--- src/rtl/fifo_pkg.sv ---
// Shared constants and helpers for the fifo_vr buffering stage.
package fifo_pkg;

  localparam int unsigned MIN_DEPTH = 2;
  localparam int unsigned MAX_DEPTH = 64;
  localparam int unsigned MAX_WIDTH = 21;

  // Modulo increment with an explicit wrap, so depth need not be a power of two.
  function automatic int unsigned incrWrap(input int unsigned ptr, input int unsigned depth);
    return (ptr >= depth - 32'd1) ? 32'd0 : ptr + 32'd1;
  endfunction

endpackage

--- src/rtl/ptr_mod.sv ---
// Wrap-around pointer register: counts 0..DEPTH-1 and returns to 0.
module ptr_mod
  import fifo_pkg::*;
#(
  parameter int unsigned DEPTH = 10,
  parameter int unsigned PTR_W = 4
) (
  input  logic             i_clk,
  input  logic             i_rst,
  input  logic             i_cg,
  input  logic             i_incr,
  output logic [PTR_W-1:0] o_ptr
);

  logic [PTR_W-1:0] ptr_q, ptr_d;

  // Advance only on a clock-enabled increment request.
  always_comb begin
    ptr_d = ptr_q;
    if (i_cg && i_incr) begin
      ptr_d = PTR_W'(incrWrap(32'(ptr_q), DEPTH));
    end
  end

  // Pointer register; reset overrides the clock gate.
  always_ff @(posedge i_clk) begin
    if (i_rst) begin
      ptr_q <= '0;
    end else begin
      ptr_q <= ptr_d;
    end
  end

  assign o_ptr = ptr_q;

endmodule

--- src/rtl/fifo_vr.sv ---
// Synchronous valid/ready FIFO, WIDTH-bit words, DEPTH entries (any depth 2..64).
// Optional high-water mark tracking is built when FIFO_VR_HIGHWATER_EN is defined;
// otherwise o_highWater reads 0 and i_hwClear is ignored.
module fifo_vr
  import fifo_pkg::*;
#(
  parameter int unsigned WIDTH = 5,
  parameter int unsigned DEPTH = 10
) (
  input  logic                       i_clk,
  input  logic                       i_rst,
  input  logic                       i_cg,
  input  logic                       i_in_valid,
  output logic                       o_in_ready,
  input  logic [WIDTH-1:0]           i_in_data,
  output logic                       o_out_valid,
  input  logic                       i_out_ready,
  output logic [WIDTH-1:0]           o_out_data,
  output logic [$clog2(DEPTH+1)-1:0] o_nEntries,
  input  logic                       i_hwClear,
  output logic [$clog2(DEPTH+1)-1:0] o_highWater
);

  localparam int unsigned CNT_W = $clog2(DEPTH + 1);
  // Guard keeps widths legal long enough for the parameter check to report.
  localparam int unsigned PTR_W = (DEPTH > 1) ? $clog2(DEPTH) : 1;

  localparam bit PARAMCHECK_ALLGOOD = &{(0 < WIDTH), (WIDTH <= MAX_WIDTH),
                                        (MIN_DEPTH <= DEPTH), (DEPTH <= MAX_DEPTH)};

  if (!PARAMCHECK_ALLGOOD) begin : g_param_check
    $error("fifo_vr: illegal parameters WIDTH=%0d DEPTH=%0d", WIDTH, DEPTH);
    $info("fifo_vr: legal WIDTH 1..%0d, DEPTH %0d..%0d", MAX_WIDTH, MIN_DEPTH, MAX_DEPTH);
  end

  logic [WIDTH-1:0] mem [DEPTH];
  logic [PTR_W-1:0] wr_ptr, rd_ptr;
  logic [CNT_W-1:0] n_entries_q, n_entries_d;
  logic             push, pop;

  assign o_in_ready  = (n_entries_q != CNT_W'(DEPTH));
  assign o_out_valid = (n_entries_q != '0);
  assign o_out_data  = mem[rd_ptr];
  assign o_nEntries  = n_entries_q;

  assign push = i_in_valid & o_in_ready & i_cg;
  assign pop  = o_out_valid & i_out_ready & i_cg;

  ptr_mod #(
    .DEPTH (DEPTH),
    .PTR_W (PTR_W)
  ) u_wr_ptr (
    .i_clk  (i_clk),
    .i_rst  (i_rst),
    .i_cg   (i_cg),
    .i_incr (push),
    .o_ptr  (wr_ptr)
  );

  ptr_mod #(
    .DEPTH (DEPTH),
    .PTR_W (PTR_W)
  ) u_rd_ptr (
    .i_clk  (i_clk),
    .i_rst  (i_rst),
    .i_cg   (i_cg),
    .i_incr (pop),
    .o_ptr  (rd_ptr)
  );

  // Storage write; contents are never reset, only pointers and count are.
  always_ff @(posedge i_clk) begin
    if (push) begin
      mem[wr_ptr] <= i_in_data;
    end
  end

  // Occupancy next-state: push and pop together leave the count unchanged.
  always_comb begin
    n_entries_d = n_entries_q;
    case ({push, pop})
      2'b10:   n_entries_d = n_entries_q + CNT_W'(1);
      2'b01:   n_entries_d = n_entries_q - CNT_W'(1);
      default: n_entries_d = n_entries_q;
    endcase
  end

  // Occupancy register; reset overrides the clock gate.
  always_ff @(posedge i_clk) begin
    if (i_rst) begin
      n_entries_q <= '0;
    end else begin
      n_entries_q <= n_entries_d;
    end
  end

`ifdef FIFO_VR_HIGHWATER_EN
  logic [CNT_W-1:0] high_water_q, high_water_d;

  // Track peak occupancy; a clear restarts tracking from the upcoming count.
  always_comb begin
    high_water_d = high_water_q;
    if (i_cg) begin
      if (i_hwClear) begin
        high_water_d = n_entries_d;
      end else if (n_entries_d > high_water_q) begin
        high_water_d = n_entries_d;
      end
    end
  end

  // High-water register.
  always_ff @(posedge i_clk) begin
    if (i_rst) begin
      high_water_q <= '0;
    end else begin
      high_water_q <= high_water_d;
    end
  end

  assign o_highWater = high_water_q;
`else
  logic unused_hw_clear;
  assign unused_hw_clear = i_hwClear;
  assign o_highWater     = '0;
`endif

  a_no_overflow : assert property (@(posedge i_clk) disable iff (i_rst)
                                   n_entries_q <= CNT_W'(DEPTH));

endmodule

--- config.mk ---
export PLATFORM = sky130hd
export DESIGN_NAME = fifo_vr
export DESIGN_NICKNAME = d
export VERILOG_FILES = /design/src/rtl/fifo_pkg.sv /design/src/rtl/ptr_mod.sv /design/src/rtl/fifo_vr.sv
export SDC_FILE = /design/constraint.sdc
export NUM_CORES = 1
export LEC_CHECK = 0
export CAP_MARGIN = 25
export CORE_MARGIN = 2
export CORE_UTILIZATION = 45
export DETAILED_ROUTE_END_ITERATION = 10
export GPL_ROUTABILITY_DRIVEN = 0
export PLACE_DENSITY = 0.62
export SETUP_SLACK_MARGIN = 0.5
export SLEW_MARGIN = 5
export SYNTH_ARGS = -nofsm -noshare
export SYNTH_HDL_FRONTEND = slang
export SYNTH_HIERARCHICAL = 1
export SYNTH_SLANG_ARGS = --single-unit
--- constraint.sdc ---
create_clock -name i_clk -period 7.3 [get_ports i_clk]
set_input_delay 1.095 -clock i_clk [delete_from_list [all_inputs] [get_ports i_clk]]
set_output_delay 1.095 -clock i_clk [all_outputs]
set_load 0.05 [all_outputs]
==> impl_metrics.env <==
export IMPL_synth_area_leaders="edfxtp_1 54%, dfxtp_1 8.6%, mux2_2 6.1%"
export IMPL_core_area_mm2=0.00596
export IMPL_fin_area_mm2=0.00319
export IMPL_post_route_drc_count=0
export IMPL_worstHoldPathCells=2
export IMPL_cts_root_buffer="clkbuf_8"
export IMPL_rsz0062_at_grt="false"
export IMPL_cts_tree="done"
export IMPL_grt_overflow_total=0
export IMPL_cts_repair_resized=0
export IMPL_cts_buffer_depth=2
export IMPL_power_density_mw_per_mm2=232
export IMPL_hold_violations=0
export IMPL_num_rows=28
export IMPL_syn_avg_cell_area_um2=13.8
export IMPL_min_period_ps=3690
export IMPL_io_pins=26
export IMPL_fp_dieW_um=82.6
export IMPL_clock_fmax_mhz=271
export IMPL_critPathKind="flop to output port"
export IMPL_drt_iter0_markers=58
export IMPL_setup_viol=0
export IMPL_diodes=0
export IMPL_syn_area_mm2=0.00278
export IMPL_outcome="complete, no violations"
export IMPL_final_nets=250
export IMPL_start_util_pct=46.7
export IMPL_hold_path_class="flop to flop"
export IMPL_critPathRequiredTime_ps=6200
export IMPL_worstMarginPinSlew_ps=846
export IMPL_ys_seq_area_share_pct=62.6
export IMPL_vias_per_cell=5.24
export IMPL_start_kind="flop"
export IMPL_leakage_nw=1.06
export IMPL_hold_buffers=0
export IMPL_portBuffers=20
export IMPL_synthTopCellsByCount="50 x edfxtp_1, 19 x nor2_1, 15 x mux2_2"
export IMPL_syn_to_final_growth_pct=14.7
export IMPL_path_clk_slew_ps=70
export IMPL_slew_headroom_pct=43.1
export IMPL_synthArstFlopShare_pct=0
export IMPL_finish_utilization_pct=53.6
export IMPL_drv_slew=0
export IMPL_dr_total_vias=1619
export IMPL_synthDistinctLibCells=37
export IMPL_ant_nets=0
export IMPL_synth_edf_count=50
export IMPL_synth_top_family_by_area="simple AND/OR/NAND/NOR gates"
export IMPL_routed_wirelength_mm=4.81
export IMPL_cap_violations=0
export IMPL_grt_pass1_vias=1569
export IMPL_peakVddDrop_mv=0.127
export IMPL_placed_area_mm2=0.00301
export IMPL_fin_skew_ps=6.27
export IMPL_cts_buffers=9
export IMPL_fin_crit_sh_pct=50.5
export IMPL_die_y_um=82.6
export IMPL_reg2regPathDepth=8
export IMPL_numClockSinks=62
export IMPL_synth_compound_area_share_pct=6.79
export IMPL_yosys_area_share_simple_pct=9.99
export IMPL_track_usage_pct=15.8
export IMPL_yosysWarnings=6
export IMPL_yosysMostFrequentCell="edfxtp_1"
export IMPL_cp_data_arrival_time_ps=2590
export IMPL_synthAdderAreaFrac_pct=4.77
export IMPL_synth_top_area_share_pct=54.0
export IMPL_yosysTopAreaCell="edfxtp_1"
export IMPL_r2r_slack_ps=4550
export IMPL_htreeDepth=3
export IMPL_cts_setup_buffers=0
export IMPL_grt_pass1_wl_mm=7.59
export IMPL_muxShareOfSynthArea_pct=9.67
export IMPL_syn_inst=202
export IMPL_dr_pass1_iters=4
export IMPL_dpl_hpwl_mm=3.27
export IMPL_drt_wirelength_per_cell_um=15.6
export IMPL_synth_ff_type="edfxtp_1"
export IMPL_crit_path_end_kind="output port"
export IMPL_dieArea_mm2=0.00683
export IMPL_layout_drive_gt1_share_pct=15.0
export IMPL_nFillCells=513
export IMPL_grt_max_degree=30
export IMPL_synth_xor_xnor_area_share_pct=1.89
export IMPL_clkLatencyLatePin_ps=340
export IMPL_cp_max_fo=29
export IMPL_ys_seq_elements=62
export IMPL_antenna_found_initial=0
export IMPL_tns_ps=0
power breakdown:
group / internal, mW / switching (mW) / total (mW)
combinational: 0.0305 / 0.0519 / 0.0824
sequential: 0.386 / 0.00490 / 0.391
clock: 0.126 / 0.141 / 0.267
total: 0.543 / 0.198 / 0.740
final cells by class:
class / count / area, µm² / area share [%]
Clock buffer: 9 / 124 / 3.88
Clock inverter: 7 / 57.6 / 1.80
Inverter: 8 / 30.0 / 0.941
Timing Repair Buffer: 21 / 208 / 6.51
Tap cell: 75 / 93.8 / 2.94
Sequential cell: 62 / 1740 / 54.6
Multi-Input combinational cell: 127 / 936 / 29.3
through the flow:
stage	hold WS (ps)	instances	setup slack (ps)	power, mW
floorplan	457	205	4060	0.458
global placement	520	293	3620	0.481
detailed placement	514	293	3640	0.481
CTS	526	309	3560	0.749
global route	544	309	3480	0.767
finish	530	309	3610	0.740
worst max-delay path, stage by stage (launching register included):
cell             delay (ps)
dfxtp_1                 310
buf_4                   360
mux2_2                  250
o22ai_1                  80
a221o_1                 270
o21ai_0                 150
clkdlybuf4s50_1         820
layer usage:
metal	vias to the layer above	global-route usage [%]	wire, µm
met5	-	0	0
met4	0	6.89	71
met3	8	4.89	206
met2	35	24.5	2270
met1	770	20.5	2270
li1	806	-	-
final timing paths:
| kind | start | endpoint |
|---|---|---|
| max | u_rd_ptr/o_ptr[0] | o_out_data[0] |
| min | o_nEntries[3] | o_nEntries[3] |
| max reg2reg | o_nEntries[0] | o_nEntries[3] |
| min reg2reg | o_nEntries[3] | o_nEntries[3] |
cells by family after synthesis:
logic type,Yosys count
AO/OA/AOI/OAI,27
XOR/XNOR,6
adder cells (fa/ha/maj),10
buffers and inverters,16
flip-flops,62
multiplexers,25
other,1
AND/OR/NAND/NOR,55
layout by cell type (no fill, tap or decap), types with 4 or more instances in the layout:
cell type	count
nor2_1	19
a21oi_1	5
clkbuf_8	9
clkdlybuf4s50_1	20
edfxtp_1	50
nand3_1	6
mux2i_1	10
and3_1	4
mux2_2	15
nand2_1	11
ha_1	9
xor2_1	4
conb_1	4
inv_1	8
dfxtp_1	12
sequential cells by signal (all words and copies together), names as in the netlist:
register / cells
u_wr_ptr/o_ptr: 4
o_nEntries: 4
mem: 50
u_rd_ptr/o_ptr: 4
Power figures use the tool's default switching activity.
